[config.mk]
export PLATFORM = sky130hd
export DESIGN_NAME = dq_lane_cal
export DESIGN_NICKNAME = d
export VERILOG_FILES = /design/src/rtl/dq_lane_cal.sv
export SDC_FILE = /design/constraint.sdc
export NUM_CORES = 1
export LEC_CHECK = 0
export BUFFER_PORTS_ARGS = -buffer_cell sky130_fd_sc_hd__buf_2
export CAP_MARGIN = 10
export CORE_MARGIN = 1
export CORE_UTILIZATION = 57
export DETAILED_ROUTE_END_ITERATION = 7
export PLACE_DENSITY = 0.78
export SLEW_MARGIN = 10
export SYNTH_ARGS = -nofsm -noshare
export SYNTH_HDL_FRONTEND = slang
export SYNTH_SLANG_ARGS = --single-unit
[constraint.sdc]
create_clock -name MCLK90 -period 4.2 [get_ports MCLK90]
set_clock_uncertainty 0.1 [all_clocks]
set_input_delay 0.21 -clock MCLK90 [delete_from_list [all_inputs] [get_ports MCLK90]]
set_output_delay 0.21 -clock MCLK90 [all_outputs]
set_load 0.01 [all_outputs]
[src/rtl/dq_lane_cal.sv]
// Per-bit DQ read-capture calibration: sweeps IDELAY taps one DQ bit at a time
// and centers each bit in its first passing window. Optional DQ_CAL_EARLY_EXIT_EN.
module dq_lane_cal #(
  parameter int   WIDTH   = 8,
  parameter int   TAPS    = 64,
  parameter int   SAMPLES = 16,
  parameter int   SETTLE  = 4,
  parameter logic EXP_Q1  = 1'b1,
  parameter logic EXP_Q2  = 1'b0
) (
  input  logic             MCLK90,
  input  logic             ResetN,
  input  logic             Start,
  input  logic [WIDTH-1:0] IserdesQ1,
  input  logic [WIDTH-1:0] IserdesQ2,
  output logic [WIDTH-1:0] DlyInc,
  output logic [WIDTH-1:0] DlyReset,
  output logic             Busy,
  output logic             Done,
  output logic [WIDTH-1:0] Fail
);

  localparam int TW   = (TAPS > 1) ? $clog2(TAPS) : 1;
  localparam int BW   = (WIDTH > 1) ? $clog2(WIDTH) : 1;
  localparam int CMAX = (TAPS > SETTLE) ? ((TAPS > SAMPLES) ? TAPS : SAMPLES)
                                        : ((SETTLE > SAMPLES) ? SETTLE : SAMPLES);
  localparam int CW   = $clog2(CMAX + 1);

  typedef enum logic [3:0] {
    S_IDLE, S_RST, S_SETTLE, S_SAMPLE, S_EVAL, S_STEP,
    S_CRST, S_CSETTLE, S_CINC, S_NEXT, S_DONE
  } state_t;

  state_t           state_q, state_d;
  logic [BW-1:0]    b_q, b_d;
  logic [TW-1:0]    tap_q, tap_d, lo_q, lo_d, hi_q, hi_d;
  logic [CW-1:0]    cnt_q, cnt_d;
  logic             pass_q, pass_d, found_q, found_d, open_q, open_d;
  logic             done_q, done_d;
  logic [WIDTH-1:0] fail_q, fail_d;

  logic [TW:0]      sum, c;
  logic             match;

  // One extra bit so lo+hi near the top of the tap range cannot wrap.
  assign sum   = {1'b0, lo_q} + {1'b0, hi_q};
  assign c     = sum >> 1;
  assign match = (IserdesQ1[b_q] == EXP_Q1) && (IserdesQ2[b_q] == EXP_Q2);

  assign Done = done_q;
  assign Fail = fail_q;

  always_comb begin
    state_d  = state_q;
    b_d      = b_q;
    tap_d    = tap_q;
    lo_d     = lo_q;
    hi_d     = hi_q;
    cnt_d    = cnt_q;
    pass_d   = pass_q;
    found_d  = found_q;
    open_d   = open_q;
    done_d   = done_q;
    fail_d   = fail_q;
    DlyInc   = '0;
    DlyReset = '0;
    Busy     = (state_q != S_IDLE) && (state_q != S_DONE);
    case (state_q)
      S_IDLE: if (Start) begin
        done_d  = 1'b0;
        fail_d  = '0;
        b_d     = '0;
        tap_d   = '0;
        lo_d    = '0;
        hi_d    = '0;
        cnt_d   = '0;
        found_d = 1'b0;
        open_d  = 1'b0;
        state_d = S_RST;
      end
      S_RST: begin
        DlyReset[b_q] = 1'b1;
        cnt_d         = '0;
        state_d       = S_SETTLE;
      end
      S_SETTLE: begin
        if (cnt_q == CW'(SETTLE - 1)) begin
          cnt_d   = '0;
          pass_d  = 1'b1;
          state_d = S_SAMPLE;
        end else cnt_d = cnt_q + 1'b1;
      end
      S_SAMPLE: begin
        pass_d = pass_q & match;
        if (cnt_q == CW'(SAMPLES - 1)) begin
          cnt_d   = '0;
          state_d = S_EVAL;
        end else cnt_d = cnt_q + 1'b1;
      end
      S_EVAL: begin
        state_d = S_STEP;
        // Passes after the first window has closed are deliberately ignored.
        if (pass_q) begin
          if (!found_q) begin
            found_d = 1'b1;
            open_d  = 1'b1;
            lo_d    = tap_q;
            hi_d    = tap_q;
          end else if (open_q) hi_d = tap_q;
        end else if (open_q) begin
          open_d = 1'b0;
`ifdef DQ_CAL_EARLY_EXIT_EN
          state_d = S_CRST;
`endif
        end
      end
      S_STEP: begin
        if (tap_q < TW'(TAPS - 1)) begin
          DlyInc[b_q] = 1'b1;
          tap_d       = tap_q + 1'b1;
          state_d     = S_SETTLE;
        end else state_d = S_CRST;
      end
      S_CRST: begin
        DlyReset[b_q] = 1'b1;
        cnt_d         = '0;
        if (!found_q) begin
          fail_d[b_q] = 1'b1;
          state_d     = S_NEXT;
        end else state_d = S_CINC;
      end
      S_CINC: begin
        if (cnt_q < CW'(c)) begin
          DlyInc[b_q] = 1'b1;
          cnt_d       = cnt_q + 1'b1;
        end else begin
          cnt_d   = '0;
          state_d = S_CSETTLE;
        end
      end
      S_CSETTLE: begin
        if (cnt_q == CW'(SETTLE - 1)) begin
          cnt_d   = '0;
          state_d = S_NEXT;
        end else cnt_d = cnt_q + 1'b1;
      end
      S_NEXT: begin
        if (b_q != BW'(WIDTH - 1)) begin
          b_d     = b_q + 1'b1;
          tap_d   = '0;
          lo_d    = '0;
          hi_d    = '0;
          found_d = 1'b0;
          open_d  = 1'b0;
          state_d = S_RST;
        end else begin
          done_d  = 1'b1;
          state_d = S_DONE;
        end
      end
      S_DONE:  state_d = S_IDLE;
      default: state_d = S_IDLE;
    endcase
  end

  always_ff @(posedge MCLK90 or negedge ResetN) begin
    if (!ResetN) begin
      state_q <= S_IDLE;
      b_q     <= '0;
      tap_q   <= '0;
      lo_q    <= '0;
      hi_q    <= '0;
      cnt_q   <= '0;
      pass_q  <= 1'b0;
      found_q <= 1'b0;
      open_q  <= 1'b0;
      done_q  <= 1'b0;
      fail_q  <= '0;
    end else begin
      state_q <= state_d;
      b_q     <= b_d;
      tap_q   <= tap_d;
      lo_q    <= lo_d;
      hi_q    <= hi_d;
      cnt_q   <= cnt_d;
      pass_q  <= pass_d;
      found_q <= found_d;
      open_q  <= open_d;
      done_q  <= done_d;
      fail_q  <= fail_d;
    end
  end

endmodule
* Word level (Yosys, flattened, before mapping) *
Index checks and enable logic that the tools add are counted.

cells by class
  add/subtract/negate cells = 4
  multipliers = 0
  div/mod/pow operators = 0
  $lt $le $gt $ge = 4
  equality and inequality tests = 26
  shift operators = 0
  multiplexer cells = 52
  bitwise logic cells = 3
  reduce and logical (&&, ||, !) cells = 24

operators by type and width
  cell                 number
  $pmux 6 s3           3
  $mux 6               8
  $mux 8               5
  $pmux 4 s10          1
  $pmux 7 s5           1
  $pmux 8 s2           2
  $mux 7               4
  $mux 4               6
  $ne 2x2->1 const B   11
  $eq 4x3->1 const B   4
  $reduce_and 5->1     3
  $reduce_and 4->1     3
  $mux 1               11
  $mux 3               3
  $ne 3x3->1 const B   3
  $reduce_and 3->1     3
  $eq 4x2->1 const B   2
  $eq 4x4->1 const B   2
  $or 8x8->8           1
  $add 6x6->7          1
  $add 7x1->7 const B  1
  $eq 7x2->1 const B   1
  $eq 7x4->1 const B   1
  $lt 7x6->1           1
  22 further kinds     32

word-level totals
  register bits after elaboration = 44
  latch bits = 0
  memory bits (writable) = 0
  ROM bits = 0
  input port bits = 19
  word-level logic and storage cells = 124
  memories = 0

* Longest topological paths before layout *
Gate-level depths: netlist (run 1).

  depth in word-level cells = 7
  mapped depth = 13
  gate-level depth less buffers = 13

* Least setup slack after synthesis (run 1) *
No wires, ideal clock.

  kind = reg2out
  start point = reg lo_q[1]
  end point = out DlyInc[6]
  arrival time = 2.843 ns
  required time = 3.890 ns
  setup slack = 1.047 ns
  cell stages (with the launch flop) = 13
  path buffers = 0
  path through = dfrtp_1 > inv_1 > fa_1 > inv_1 > a21oi_1 > o21bai_1 > a21o_1 > a21oi_1 > ha_1 > or4_4 > a211oi_4 > nor2_1 > nor3_1

between the ends
  longest elaborated chain between the ends = 4

ends and longest elaborated chain
  item                    line  source
  start, declared         36    logic [TW-1:0] tap_q, tap_d, lo_q, lo_d, hi_q, hi_d;
  start signal, assigned  183   lo_q <= lo_d;
  $add 6x6->7             46    assign sum = {1'b0, lo_q} + {1'b0, hi_q};
  $lt 7x6->1              133   if (cnt_q < CW'(c)) begin
  $mux 8                  133
  $pmux 8 s2              68    case (state_q)
  end, declared           16    output logic [WIDTH-1:0] DlyInc,

Every way passes these cells.

* Worst setup path after layout (run 1) *
Same ends and word-level chain as after synthesis.

==> flow_metrics.tcl, run 1 <==
set metrics [dict create \
    status "completed" \
    clk_pin_slew_ns 0.08 \
    grt_max_degree 45 \
    antenna_left 0 \
    synth_async_sr_flop_share_pct 100 \
    gp_congestion 0.876 \
    syn_inst 325 \
    htree_levels 2 \
    viasPerCell 5.81 \
    vias 2504 \
    post_cts_resized 0 \
    fin_crit_sh_pct 89.8 \
    io_buffer_count 44 \
    io_pins 45 \
    area_growth_pct 13.6 \
    drc 0 \
    p_per_area_mw_per_mm2 541 \
    crit_path_end_kind "output port" \
    synth_edf_count 0 \
    drv_cap 0 \
    cts_tree "yes" \
    slew-limit-headroom_pct 35.1 \
    layout-drive-gt1-share_pct 20.9 \
    cts.sinks 44 \
    synthTopCellsByArea "dfrtp_1 (38%), ha_1 (6.0%), nor2_1 (5.7%)" \
    cellLeakagePower_nw 1.57 \
    grt_overflow 0 \
    ys_types 57 \
    cts_inserted_buffers 5 \
    seq_area_frac_synth_pct 37.9 \
    final_cell_mix "dfrtp_1 (44), nor2_1 (44), buf_2 (44)" \
    fin_area_mm2 0.00330 \
    grtUsageTotal_pct 26.3 \
    synth_area_mm2 0.00291 \
    startpoint_type "register" \
    cts_root_buf "clkbuf_8" \
    die_y_um 73.4 \
    dieArea_mm2 0.00539 \
    antenna_cells 0 \
    syn_nets 359 \
    grt_pass1_wl_mm 10.8 \
    syn_avg_cell_area_um2 8.94 \
    cp_max_fo 10 \
    cts_setup_buffers 0 \
    arrival_ns 3.46 \
    route.detailed.wl_per_inst_um 14.8 \
    rsz0062_at_grt "no" \
    clk_path_buf_depth 2 \
    finalPower_mw 1.79 \
    finalSetupTns_ns 0 \
    hold_violations 0 \
    dpl-instance-area_mm2 0.00316 \
    synth_top_area_share_pct 37.9 \
    firstDrtPassIters 5 \
    hpwl_mm 4.60 \
    ys_seq_elements 44 \
    setup_viol 0 \
    grt_pass1_vias 2231 \
    ir_drop_uv 302 \
    ys.flop_type "dfrtp_1" \
    finalWorstPathRequiredPeriod_ns 3.77 \
    crit_type "reg2out" \
    finalMaxSlewViolations 0 \
    routed_wl_mm 6.40 \
    coreArea_mm2 0.00482 \
    fin_hold_ws_ns 0.134 \
    min_path_type "in2reg" \
    initial_core_util_pct 60.3 \
    crit_required_ns 3.89 \
    worstMarginPinSlew_ns 0.974 \
    fillers 397 \
    antenna_found_initial 0 \
    slowest_stage "or4_4" \
    yosys_warnings 0 \
    crit_chain "inv_1 > fa_1 > inv_1 > a21oi_1 > o21bai_1 > a21o_1 > a21oi_1 > ha_1 > or4_4 > a211oi_4 > nor2_1 > nor3_1 > buf_2" \
    drt_iter0_markers 251 \
    clkLatencyLatePin_ns 0.30 \
    final_nets 398 \
    rows 25 \
    chipWidth_um 73.4 \
    critical_path.max_stage_delay_ns 0.54 \
    synth_top_cell_by_area "dfrtp_1" \
    fmax_mhz 265 \
]
-- state kept, by name, summed over array words and instances, names as in the netlist --
name,count
lo_q,6
cnt_q,7
Done,1
b_q,3
found_q,1
tap_q,6
pass_q,1
open_q,1
hi_q,6
state_q,4
Fail,8
-- Yosys cell counts (2+ instances only) --
| library cell | count |
|---|---|
| or2_2 | 3 |
| dfrtp_1 | 44 |
| a21oi_1 | 16 |
| xnor2_1 | 5 |
| o21ai_0 | 9 |
| a211oi_1 | 3 |
| nor2b_1 | 5 |
| o211ai_1 | 4 |
| nor3b_1 | 3 |
| and2_1 | 8 |
| ha_1 | 14 |
| a22oi_1 | 2 |
| inv_1 | 11 |
| nand3b_1 | 5 |
| nor4_1 | 2 |
| or3b_2 | 2 |
| o21bai_1 | 3 |
| nand3_1 | 8 |
| nor2_1 | 44 |
| o21ai_1 | 2 |
| buf_1 | 3 |
| mux2i_1 | 7 |
| mux2_2 | 13 |
| o21a_1 | 9 |
| clkbuf_1 | 9 |
| a21o_1 | 4 |
| buf_2 | 2 |
| or3_1 | 2 |
| nor3_1 | 8 |
| nand2_1 | 33 |
| o22ai_1 | 5 |
| a22o_1 | 2 |
| xor2_1 | 2 |
| a32o_1 | 2 |
| nand2b_1 | 7 |
| o32ai_1 | 2 |
| and3_1 | 2 |
-- what timing repair did --
| item | CTS | global route |
|---|---|---|
| endpoints found under the setup margin | 0 | 0 |
| hold buffers | 1 | 0 |
| hold endpoints to repair | 43 | 0 |
-- metal layers --
layer / GRT usage [%] / wire (µm)
met5: 0 / 0
met2: 41.3 / 3040
met1: 38.2 / 3050
met3: 4.25 / 259
met4: 6.62 / 48
-- worst max-delay path: cells and delay by family, from the launching register on --
| kind | cells | cell delay, ns |
|---|---|---|
| adders and majority gates | 2 | 0.62 |
| DFF | 1 | 0.38 |
| and+or+nand+nor | 3 | 0.97 |
| buffers and inverters | 3 | 0.29 |
| AOI/OAI and AO/OA | 5 | 0.89 |
-- worst paths after layout --
path,start,to,slack [ns],cells past startpoint
max in group asynchronous,ResetN,lo_q[3],2.89,2
min reg2reg,Fail[1],Fail[1],0.39,1
max,lo_q[1],DlyInc[6],0.43,13
min in group asynchronous,ResetN,Fail[2],0.51,2
max reg2reg,lo_q[1],state_q[2],0.97,12
min,IserdesQ2[4],pass_q,0.13,4
-- logic make-up after synthesis --
group	count (synthesis)	synth area share, %
buffers and inverters	25	3.32
adders and majority gates	15	6.72
AOI/OAI and AO/OA	73	17.5
xor gates and xnor gates	7	2.11
and+or+nand+nor	139	23.9
DFF	44	37.9
muxes	22	8.61
-- stage by stage --
stage / setup slack [ns] / util, % / cells
final: 0.428 / 68.5 / 431
after global routing: 0.244 / 68.5 / 431
after CTS: 0.454 / 68.5 / 431
after detailed placement: 0.789 / 65.6 / 423
after global placement: 0.879 / 65.6 / 423
after floorplan: 1.05 / - / 325
-- report_power, final --
| group | leakage [nW] | internal [mW] | switching [mW] |
|---|---|---|---|
| Combinational | 0.909 | 0.307 | 0.425 |
| Sequential | 0.593 | 0.513 | 0.160 |
| Clock | 0.0642 | 0.234 | 0.145 |
-- cell type report --
cell class              instances  area (µm²)  area share (%)
clock buffers                   5        68.8            2.08
clock inverters                 2        60.1            1.82
inverters                      11        41.3            1.25
multi-input cells             256        1710            51.7
flip-flops and latches         44        1100            33.4
well taps                      67        83.8            2.54
repair buffers                 46         238            7.20
Power figures use the tool's default switching activity.
==> run 2, diff against run 1 <==
Settings changed: CORE_UTILIZATION 57 to 30, PLACE_DENSITY 0.78 to 0.46.
==> flow_metrics.tcl, run 2 (synthesized netlist as in run 1, its figures left out) <==
set metrics [dict create \
    final_cell_mix "dfrtp_1 (44), nor2_1 (44), buf_2 (44)" \
    cts_root_buf "clkbuf_8" \
    finalSetupTns_ns 0 \
    holdBufCountCts 0 \
    arrival_ns 3.27 \
    grt_overflow 0 \
    rows 35 \
    cts.sinks 44 \
    crit_type "reg2out" \
    violations "negative hold slack" \
    clk_pin_slew_ns 0.09 \
    p_clk_share_pct 19.7 \
    fin_crit_sh_pct 85.3 \
    clkLatencyLatePin_ns 0.31 \
    chipWidth_um 100 \
    hold_violations 28 \
    dp.cells 487 \
    cellLeakagePower_nw 1.57 \
    clk_path_buf_depth 2 \
    setup_viol 0 \
    hpwl_mm 5.55 \
    comb_power_share_pct 43.3 \
    p_int_mw 1.02 \
    grt_pass1_vias 2461 \
    worst_slack_ns 0.616 \
    io_pins 45 \
    antenna_left 0 \
    rsz0062_at_grt "no" \
    p_sw_uw 771 \
    firstDrtPassIters 4 \
    antenna_found_initial 0 \
    worstMarginPinSlew_ns 1.03 \
    dp_slack_ns 0.923 \
    fin_cells 495 \
    slew-limit-headroom_pct 31.0 \
    io_buffer_count 44 \
    routed_wl_mm 7.26 \
    route.detailed.wl_per_inst_um 14.7 \
    cp_max_fo 8 \
    crit_required_ns 3.89 \
    status "finished, violations left" \
    gp_congestion 0.789 \
    min_path_type "in2async" \
    coreArea_mm2 0.00933 \
    antenna_cells 0 \
    area_growth_pct 16.2 \
    die_y_um 100 \
    cts_setup_buffers 0 \
    dieArea_mm2 0.0101 \
    vias 2466 \
    htree_levels 2 \
    finalMaxSlewViolations 0 \
    drv_cap 0 \
    p_per_area_mw_per_mm2 531 \
    grt_pass1_wl_mm 12.4 \
    drt_iter0_markers 131 \
    initial_core_util_pct 31.1 \
    post_cts_resized 0 \
    fin_hold_ws_ns -0.0280 \
    grt_max_degree 45 \
    layout-drive-gt1-share_pct 21.6 \
    startpoint_type "register" \
    multiInputGateArea_mm2 0.00171 \
    drc 0 \
    finalWorstPathRequiredPeriod_ns 3.58 \
    largest_reg_flops 8 \
    cts_inserted_buffers 5 \
    power_frac_seq_pct 37.0 \
    cts_tree "yes" \
    viasPerCell 4.98 \
    grtUsageTotal_pct 15.5 \
    final_nets 399 \
    seqCellArea_mm2 0.00110 \
    fillers 956 \
    crit_path_end_kind "output port" \
    swShare_pct 43.0 \
    fmax_mhz 279 \
    ir_drop_uv 168 \
]
[run 2: changes by cell type in the layout (fill, tap and decap cells not counted)]
cell and delta:
buf_4 +2, clkinv_4 +1, bufinv_16 -1, clkbuf_8 +1, dlygate4sd3_1 -1
[run 2: layout make-up]
class                   instances  share of cell area (%)
flip-flops and latches         44                    32.6
inverters                      11                    1.22
multi-input cells             256                    50.6
repair buffers                 47                    7.19
clock inverters                 2                    1.15
well taps                     129                    4.78
clock buffers                   6                    2.45
[run 2: stage by stage]
step | util (%) | hold slack (ns) | cell area (µm²) | power (mW)
3_3_place_gp | 34.9 | 0.358 | 3250 | 1.45
6_report | 36.2 | -0.0280 | 3380 | 1.79
5_1_grt | 36.2 | 0.0714 | 3380 | 1.95
2_1_floorplan | - | -0.186 | 2910 | 1.22
3_5_place_dp | 34.9 | 0.365 | 3250 | 1.45
4_1_cts | 36.2 | 0.0222 | 3380 | 1.82
[run 2: worst max-delay path: stages, from the launching register on]
cell      delay (ns)
dfrtp_1         0.40
ha_1            0.30
a31o_2          0.24
a21oi_1         0.22
o21bai_1        0.09
a21oi_1         0.17
xor2_1          0.09
ha_1            0.31
nand4b_1        0.10
a21oi_1         0.24
a211oi_4        0.08
nor2_1          0.46
nor2_1          0.11
buf_2           0.16
[run 2: path summary, 6_finish.rpt]
| path | to | slack (ns) | cells after the start | from |
|---|---|---|---|---|
| min in group MCLK90 | pass_q | 0.15 | 4 | IserdesQ2[4] |
| worst min-delay path | pass_q | -0.03 | 1 | ResetN |
| worst min register to register | Fail[6] | 0.39 | 1 | Fail[6] |
| worst max register to register | state_q[2] | 1.03 | 13 | lo_q[1] |
| worst max-delay path | DlyInc[3] | 0.62 | 13 | lo_q[1] |
| max in group asynchronous | hi_q[1] | 3.38 | 1 | ResetN |
[run 2: power by group through the flow]
| stage | Clock (mW) | Sequential (mW) | Combinational [mW] |
|---|---|---|---|
| 2_1_floorplan | 0 | 0.598 | 0.618 |
| 3_5_place_dp | 0 | 0.672 | 0.781 |
| 4_1_cts | 0.369 | 0.663 | 0.788 |
| 5_1_grt | 0.381 | 0.685 | 0.885 |
| 3_3_place_gp | 0 | 0.670 | 0.785 |
| 6_report | 0.353 | 0.663 | 0.777 |
[run 2: per-layer routing]
metal  track usage (%)  wire [µm]
met5                 0          0
met4              4.12         77
met3              2.09        123
met2              24.6       3340
met1              22.2       3730
